$ cat config.mk
export PLATFORM = sky130hd
export DESIGN_NAME = vend_controller
export DESIGN_NICKNAME = d
export VERILOG_FILES = /design/src/rtl/vend_controller.sv
export SDC_FILE = /design/constraint.sdc
export NUM_CORES = 1
export LEC_CHECK = 0
export CORE_ASPECT_RATIO = 0.8
export CORE_MARGIN = 3
export CORE_UTILIZATION = 30
export CTS_BUF_LIST = sky130_fd_sc_hd__clkbuf_8
export DETAILED_ROUTE_END_ITERATION = 8
export PLACE_DENSITY = 0.45
export SLEW_MARGIN = 0
export SYNTH_ARGS = -nofsm -noshare
export SYNTH_HDL_FRONTEND = slang
export SYNTH_SLANG_ARGS = --single-unit
$ cat constraint.sdc
create_clock -name clk -period 7.5 [get_ports clk]
set_clock_uncertainty 0.05 [all_clocks]
set_input_delay 0.75 -clock clk [delete_from_list [all_inputs] [get_ports clk]]
set_output_delay 0.75 -clock clk [all_outputs]
set_load 0.02 [all_outputs]
$ cat src/rtl/vend_controller.sv
// Vending machine controller: coin crediting, purchase checks, timed vend strobe
// and change return in 25-cent pulses. All outputs come straight from registers.
module vend_controller #(
  parameter int VEND_CYCLES = 4,
  parameter int COIN_PULSE  = 2,
  parameter int TIMEOUT     = 1000
) (
  input  logic        clk,
  input  logic        rst_n,
  input  logic        coin25,
  input  logic        coin100,
  input  logic [3:0]  select,
  input  logic        buy,
  input  logic        refund,
  input  logic [3:0]  stock_empty,
  output logic [11:0] credit,
  output logic [3:0]  vend,
  output logic [3:0]  stock_dec,
  output logic        change25,
  output logic        busy,
  output logic        err
);

  localparam int VW = $clog2(VEND_CYCLES + 1);
  localparam int PW = $clog2(2 * COIN_PULSE + 1);
  localparam int TW = $clog2(TIMEOUT + 1);

  localparam logic [VW-1:0] VEND_LAST       = VW'(VEND_CYCLES - 1);
  localparam logic [PW-1:0] PULSE_HIGH_LAST = PW'(COIN_PULSE - 1);
  localparam logic [PW-1:0] PULSE_END       = PW'(2 * COIN_PULSE - 1);
  localparam logic [TW-1:0] TIMEOUT_LAST    = TW'(TIMEOUT - 1);
  localparam logic [12:0]   CREDIT_MAX      = 13'd4000;
  localparam logic [11:0]   COIN_STEP       = 12'd25;

  typedef enum logic [1:0] {
    S_IDLE,
    S_CREDIT,
    S_VEND,
    S_CHANGE
  } state_e;

  state_e          state_q;
  logic [11:0]     credit_q;
  logic [3:0]      vend_q;
  logic [3:0]      stockDec_q;
  logic            change25_q;
  logic            busy_q;
  logic            err_q;
  logic            coin25_q;
  logic            coin100_q;
  logic            buy_q;
  logic            refund_q;
  logic [VW-1:0]   vendCnt_q;
  logic [PW-1:0]   phaseCnt_q;
  logic [TW-1:0]   timeoutCnt_q;

  logic            coin25Edge;
  logic            coin100Edge;
  logic            buyEdge;
  logic            refundEdge;
  logic [12:0]     coinAdd;
  logic [12:0]     coinSum;
  logic            coinOver;
  logic            coinTake;
  logic [11:0]     credit_d;
  logic [11:0]     price;
  logic            selOneHot;
  logic            buyOk;

  // Purchases are judged against the credit including coins landing this cycle.
  always_comb begin
    coin25Edge  = coin25 & ~coin25_q;
    coin100Edge = coin100 & ~coin100_q;
    buyEdge     = buy & ~buy_q;
    refundEdge  = refund & ~refund_q;

    coinAdd = 13'd0;
    if (coin25Edge)  coinAdd = coinAdd + 13'd25;
    if (coin100Edge) coinAdd = coinAdd + 13'd100;
    coinSum  = {1'b0, credit_q} + coinAdd;
    coinOver = (coinAdd != 13'd0) && (coinSum > CREDIT_MAX);
    coinTake = (coinAdd != 13'd0) && !coinOver;
    credit_d = coinTake ? coinSum[11:0] : credit_q;

    price     = 12'd0;
    selOneHot = 1'b1;
    case (select)
      4'b0001: price = 12'd25;
      4'b0010: price = 12'd75;
      4'b0100: price = 12'd150;
      4'b1000: price = 12'd200;
      default: selOneHot = 1'b0;
    endcase
    buyOk = selOneHot && (credit_d >= price) && ((stock_empty & select) == 4'b0000);
  end

  always_ff @(posedge clk) begin
    if (!rst_n) begin
      state_q      <= S_IDLE;
      credit_q     <= '0;
      vend_q       <= '0;
      stockDec_q   <= '0;
      change25_q   <= 1'b0;
      busy_q       <= 1'b0;
      err_q        <= 1'b0;
      coin25_q     <= 1'b1;
      coin100_q    <= 1'b1;
      buy_q        <= 1'b1;
      refund_q     <= 1'b1;
      vendCnt_q    <= '0;
      phaseCnt_q   <= '0;
      timeoutCnt_q <= '0;
    end else begin
      coin25_q   <= coin25;
      coin100_q  <= coin100;
      buy_q      <= buy;
      refund_q   <= refund;
      err_q      <= 1'b0;
      stockDec_q <= '0;

      case (state_q)
        S_IDLE, S_CREDIT: begin
          credit_q <= credit_d;
          if (coinOver || (buyEdge && !buyOk)) err_q <= 1'b1;
          if (coinTake) timeoutCnt_q <= '0;
          else if (state_q == S_CREDIT) timeoutCnt_q <= timeoutCnt_q + 1'b1;

          if (buyEdge && buyOk) begin
            credit_q     <= credit_d - price;
            vend_q       <= select;
            stockDec_q   <= select;
            vendCnt_q    <= '0;
            busy_q       <= 1'b1;
            timeoutCnt_q <= '0;
            state_q      <= S_VEND;
          end else if ((state_q == S_CREDIT) &&
                       (refundEdge || (!coinTake && timeoutCnt_q == TIMEOUT_LAST))) begin
            credit_q   <= credit_d - COIN_STEP;
            change25_q <= 1'b1;
            phaseCnt_q <= '0;
            busy_q     <= 1'b1;
            state_q    <= S_CHANGE;
          end else if ((state_q == S_IDLE) && (credit_q != 12'd0)) begin
            timeoutCnt_q <= '0;
            state_q      <= S_CREDIT;
          end
        end

        S_VEND: begin
          if (vendCnt_q == VEND_LAST) begin
            vend_q <= '0;
            if (credit_q != 12'd0) begin
              credit_q   <= credit_q - COIN_STEP;
              change25_q <= 1'b1;
              phaseCnt_q <= '0;
              state_q    <= S_CHANGE;
            end else begin
              busy_q  <= 1'b0;
              state_q <= S_IDLE;
            end
          end else begin
            vendCnt_q <= vendCnt_q + 1'b1;
          end
        end

        // Each pulse is COIN_PULSE high then COIN_PULSE low; credit drops as it rises.
        S_CHANGE: begin
          if (phaseCnt_q == PULSE_END) begin
            if (credit_q == 12'd0) begin
              busy_q  <= 1'b0;
              state_q <= S_IDLE;
            end else begin
              credit_q   <= credit_q - COIN_STEP;
              change25_q <= 1'b1;
              phaseCnt_q <= '0;
            end
          end else begin
            phaseCnt_q <= phaseCnt_q + 1'b1;
            if (phaseCnt_q == PULSE_HIGH_LAST) change25_q <= 1'b0;
          end
        end

        default: state_q <= S_IDLE;
      endcase
    end
  end

  assign credit    = credit_q;
  assign vend      = vend_q;
  assign stock_dec = stockDec_q;
  assign change25  = change25_q;
  assign busy      = busy_q;
  assign err       = err_q;

endmodule

# Word level (Yosys, flattened, before mapping)
# Index checks and enable logic that the tools add are counted.
[totals]
elab_cells = 142
out_inout_bits = 23
regBits = 45
input_bits = 14
[op_classes]
magnitude_cmp = 2
muxes = 53
add_sub_neg = 8
n_eq_ne = 25
reduce_logical = 31
bitwise = 9
[op_table]
columns = ["cell", "count"]
rows = [
  ["12-bit 2-to-1 mux", 7],
  ["10-bit 2-to-1 mux", 5],
  ["12-bit one-hot mux with 3 select lines", 1],
  ["8-bit one-hot mux with 4 select lines", 1],
  ["3-bit 2-to-1 mux", 8],
  ["12-bit by 5-bit subtractor with 12-bit output (second input constant)", 2],
  ["2-bit inequality test (second input constant)", 10],
  ["1-bit 2-to-1 mux", 14],
  ["2-bit 2-to-1 mux", 7],
  ["12-bit by 13-bit adder with 13-bit output", 1],
  ["13-bit by 7-bit adder with 13-bit output (second input constant)", 1],
  ["13-bit by 12-bit > comparator with 1-bit output (second input constant)", 1],
  ["13-bit 2-to-1 mux", 1],
  ["13-bit nonzero test", 1],
  ["12-bit >= comparator", 1],
  ["12-bit logical NOT", 1],
  ["12-bit nonzero test", 1],
  ["12-bit subtractor", 1],
  ["10-bit by 1-bit adder with 10-bit output (second input constant)", 1],
  ["10-bit == test (second input constant)", 1],
  ["5-bit AND reduction", 2],
  ["1-bit logical AND", 9],
  ["3-bit inequality test (second input constant)", 3],
  ["3-bit one-hot mux with 3 select lines", 1],
  ["30 further kinds", 47],
]

# Depth between registers and ports, before layout
[depth]
word_depth = 18
ltp_mapped = 29

# Worst setup path before layout
# OpenSTA, ideal clock, no wires.
[synth_timing]
path_type = "in2reg"
start = "input coin25"
end = "register credit_q[4], in the netlist credit[4]"
cell_stages = 27
arrival_time_ns = 5.413
slack_ns = 1.904
n_path_buf = 3
setup_time_ns = 0.133
t_required_ns = 7.317
cell_sequence = "nand2b_1 -> buf_2 -> nor2_1 -> ha_1 -> maj3_2 -> mux2i_1 -> xor2_1 -> o32a_1 -> o2111ai_2 -> buf_6 -> nand2b_1 -> nor2_1 -> xnor2_1 -> ha_1 -> fa_1 -> nor2b_1 -> o21ai_0 -> nand2b_1 -> a21oi_1 -> a22oi_2 -> a21oi_1 -> or2_4 -> a41oi_1 -> buf_6 -> mux2i_1 -> xnor2_1 -> a21oi_1"
[synth_between]
elab_chain_cells = 16
elab_cells_between_ends = 24
[synth_rtl]
columns = ["element", "line", "text"]
rows = [
  ["start: declaration", "10", "input logic coin25,"],
  ["1-bit bitwise AND (*)", "72", "coin25Edge = coin25 & ~coin25_q;"],
  ["5-bit 2-to-1 mux (*)", "78", "if (coin25Edge) coinAdd = coinAdd + 13'd25;"],
  ["13-bit by 7-bit adder with 13-bit output", "79", "if (coin100Edge) coinAdd = coinAdd + 13'd100;"],
  ["13-bit 2-to-1 mux (*)", "79", ""],
  ["12-bit by 13-bit adder with 13-bit output", "80", "coinSum = {1'b0, credit_q} + coinAdd;"],
  ["13-bit by 12-bit > comparator with 1-bit output", "81", "coinOver = (coinAdd != 13'd0) && (coinSum > CREDIT_MAX);"],
  ["1-bit logical AND", "81", ""],
  ["1-bit logical NOT", "82", "coinTake = (coinAdd != 13'd0) && !coinOver;"],
  ["1-bit logical AND", "82", ""],
  ["12-bit 2-to-1 mux / 1-bit logical NOT (equally long branches)", "83, 137", ""],
  ["12-bit >= comparator / 1-bit logical AND (equally long branches)", "94, 137", ""],
  ["1-bit logical AND / 1-bit logical OR (equally long branches)", "94, 137", ""],
  ["1-bit logical AND, on equally long branches", "94, 136", ""],
  ["1-bit logical AND / 12-bit 2-to-1 mux (equally long branches)", "128, 136", ""],
  ["12-bit 2-to-1 mux (*)", "128", "if (buyEdge && buyOk) begin"],
  ["12-bit one-hot mux with 3 select lines (*)", "121", "case (state_q)"],
  ["end signal: assignment", "123", "credit_q <= credit_d;"],
  ["end signal: assignment", "129", "credit_q <= credit_d - price;"],
  ["end signal: assignment", "138", "credit_q <= credit_d - COIN_STEP;"],
  ["end: declaration", "43", "logic [11:0] credit_q;"],
]
# Every way passes the cells marked *; elsewhere a longest branch is shown, timed or not.
# A chain may end at the register's enable or synchronous reset.

# Worst setup path after layout
[layout_timing]
start = "input coin25"
end = "register credit_q[9], in the netlist credit[9]"
# The elaborated chain is that of the path after synthesis.

==> qor.yml <==
setup_path:
  cp.required_ns: 7.64
  worstReg2RegStart: "credit[0]"
  setup.worst_path.start_class: "input pin"
  crit_type: "input pin to flip-flop"
  cp.arrival_ns: 6.77
  path_max_fanout: 13
  endpoint_kind: "flip-flop"
  crit_path_start: "coin25"
global_routing:
  met1_usage_pct: 25.8
  overflow: 0
  antenna_found_initial: 0
  grt_pass1_vias: 3742
  grt_pass1_wl_mm: 20.9
  grt_busiest_layer: "met1"
  grt_start_max_net_pins: 44
  use_met2_pct: 23.6
  grtUsageTotal_pct: 16.6
  use_met3_pct: 3.31
clock_tree:
  numCtsBuffers: 5
  cts_resized: 0
  cts_root_buf: "clkbuf_8"
  post_cts_buffers: 0
  insertion_delay_ns: 0.31
  ctsLongestPathBuffers: 2
  clk_pin_slew_ns: 0.10
  clkSinkCount: 45
  htreeDepth: 2
  ctsHoldBuffers: 0
  cts_tree: "done"
floorplan:
  placementRows: 37
  dieArea_um2: 15400
  coreArea_um2: 13200
  die_h_um: 112
  die_width_um: 138
  start_util_pct: 31.7
  ioPinCount: 37
timing:
  rsz0062_at_grt: "false"
  max_slew_margin_pct: 44.9
  slew_viol_final: 0
  period_minus_slack_ns: 6.63
  hold_viol_final: 0
  fmax_mhz: 151
  setup_viol: 0
  fin_tns_setup_ns: 0
  worst_pin_slew_ns: 0.825
  fin_crit_sh_pct: 88.4
yosys:
  ys_top_cells_by_count: "nand2_1, dfxtp_1, nor2_1"
  synth.cell_area_um2: 4190
  netlist_top_cells_area: "dfxtp_1, nand2_1, xnor2_1"
  synth_top_area_share_pct: 21.5
  post-synth-top-area-cell: "dfxtp_1"
  synth-seq-cells: 45
  ys_warn_count: 0
  async_flop_share_pct: 0
  ys.flop_type: "dfxtp_1"
  ys_types: 86
  synth_cells: 552
  synth_nets: 582
  yosysMostFrequentCell: "nand2_1"
  synth-edff-count: 0
  ys_seq_area_share_pct: 21.5
  avgSynthCellArea_um2: 7.60
final_layout:
  final_cell_count_no_fill: 738
  drive_above_1_share_pct: 7.64
  finalInstanceArea_um2: 4720
  postLayoutCoreUtil_pct: 35.7
  diodes: 0
  nets: 592
  area_growth_pct: 12.6
pwr:
  p_int_mw: 0.612
  power_switching_mw: 0.537
  seqPwrFrac_pct: 30.1
  leakagePower_nw: 1.79
  p_comb_share_pct: 52.0
  irDropWorstVdd_mv: 0.0971
  total_power_mw: 1.15
  power_density_nw_per_um2: 243
  swShare_pct: 46.7
  power_frac_clock_pct: 17.9
routing:
  wl_mm: 13.2
  drt_first_pass_iters: 5
  viasPerCell: 5.52
  initialDrtViolationCount: 320
  drc: 0
  ant_nets: 0
  routedWlPerCell_um: 17.9
  vias: 4075
hold_path:
  hold_path_class: "flip-flop to flip-flop"
  min_from: "change25"
place:
  portBuffers: 36
  place_hpwl_mm: 9.97
  gp_congestion: 0.876
  dpl_cell_area_um2: 4600
  placedCellCount: 730
job:
  max_cap_violations: 0
outcome:
  status: "finished clean"
[layer usage]
layer  up-vias  part of all wire (%)
li1       2018                     -
met1      1932                    54
met2       110                    40
met3        15                   4.7
met4         0                   1.2
met5         -                     0
[sequential cells by signal, indices dropped and copies added (netlist names), 2 cells and up]
signal,cells
phaseCnt_q,3
vendCnt_q,3
vend,4
timeoutCnt_q,10
state_q,2
stock_dec,4
credit,12
[worst paths after layout]
path / endpoint / slack, ns / cells after the start
setup / recovery: credit[9] / 0.87 / 23
hold / removal: change25 / 0.42 / 2
setup reg to reg: credit[9] / 1.01 / 22
hold reg to reg: change25 / 0.42 / 2
[cell families after synthesis]
family	count (synthesis)	share of synthesized area, %
compound gates	146	24.9
xor+xnor	41	8.92
fa+ha+maj	17	5.22
buf+inv	59	7.10
flops	45	21.5
mux	18	4.77
simple gates	226	27.6
[layout make-up]
type	count	area, um^2
clock buffers	6	82.6
clock inverters	2	37.5
fillers	1433	8520
inverters	20	75.1
multi-input cells	448	3000
flip-flops and latches	45	901
well taps	175	219
repair buffers	42	405
[cell usage in the layout (no fill, tap or decap), types with 5 or more instances in the layout]
cell type / instances
a21o_1: 7
a21oi_1: 27
a31oi_1: 8
and2_1: 9
and3_1: 13
buf_4: 6
clkbuf_8: 6
clkdlybuf4s50_1: 36
dfxtp_1: 45
ha_1: 15
inv_1: 19
mux2i_1: 14
nand2_1: 67
nand2b_1: 14
nand3_1: 20
nand4_1: 7
nor2_1: 38
nor2b_1: 8
nor3_1: 16
nor3b_1: 5
nor4_1: 5
o21ai_0: 30
o22ai_1: 7
or3_1: 6
xnor2_1: 26
xor2_1: 13
[worst max-delay path: stages]
cell and delay [ns]:
clkdlybuf4s50_1 0.48, nand2b_1 0.08, nor2_1 0.14, ha_1 0.26, maj3_2 0.23, mux2i_1 0.22
xor2_1 0.09, o32a_1 0.44, o2111ai_2 0.52, and2_1 0.41, mux2i_1 0.59, fa_1 0.32
nor2b_1 0.05, o21ai_0 0.15, nand2b_1 0.14, a21oi_1 0.20, a22oi_2 0.10, a21oi_1 0.24
or2_4 0.18, a41o_1 0.48, mux2i_1 0.33, xnor2_1 0.21, a211oi_2 0.11
[metrics by stage]
stage | hold WS [ns] | worst slack, ns
after floorplan | 0.408 | 1.90
after global placement | 0.413 | 0.741
after detailed placement | 0.416 | 0.606
after CTS | 0.429 | 0.927
after global routing | 0.438 | 0.440
final | 0.422 | 0.871
[power groups by stage]
stage / clock, mW / combinational [mW] / sequential [mW]
2_1_floorplan: 0 / 0.459 / 0.308
3_3_place_gp: 0 / 0.593 / 0.350
3_5_place_dp: 0 / 0.591 / 0.350
4_1_cts: 0.212 / 0.595 / 0.344
5_1_grt: 0.223 / 0.659 / 0.353
6_report: 0.206 / 0.597 / 0.346
Note: power is estimated with default switching activity, not from simulation.
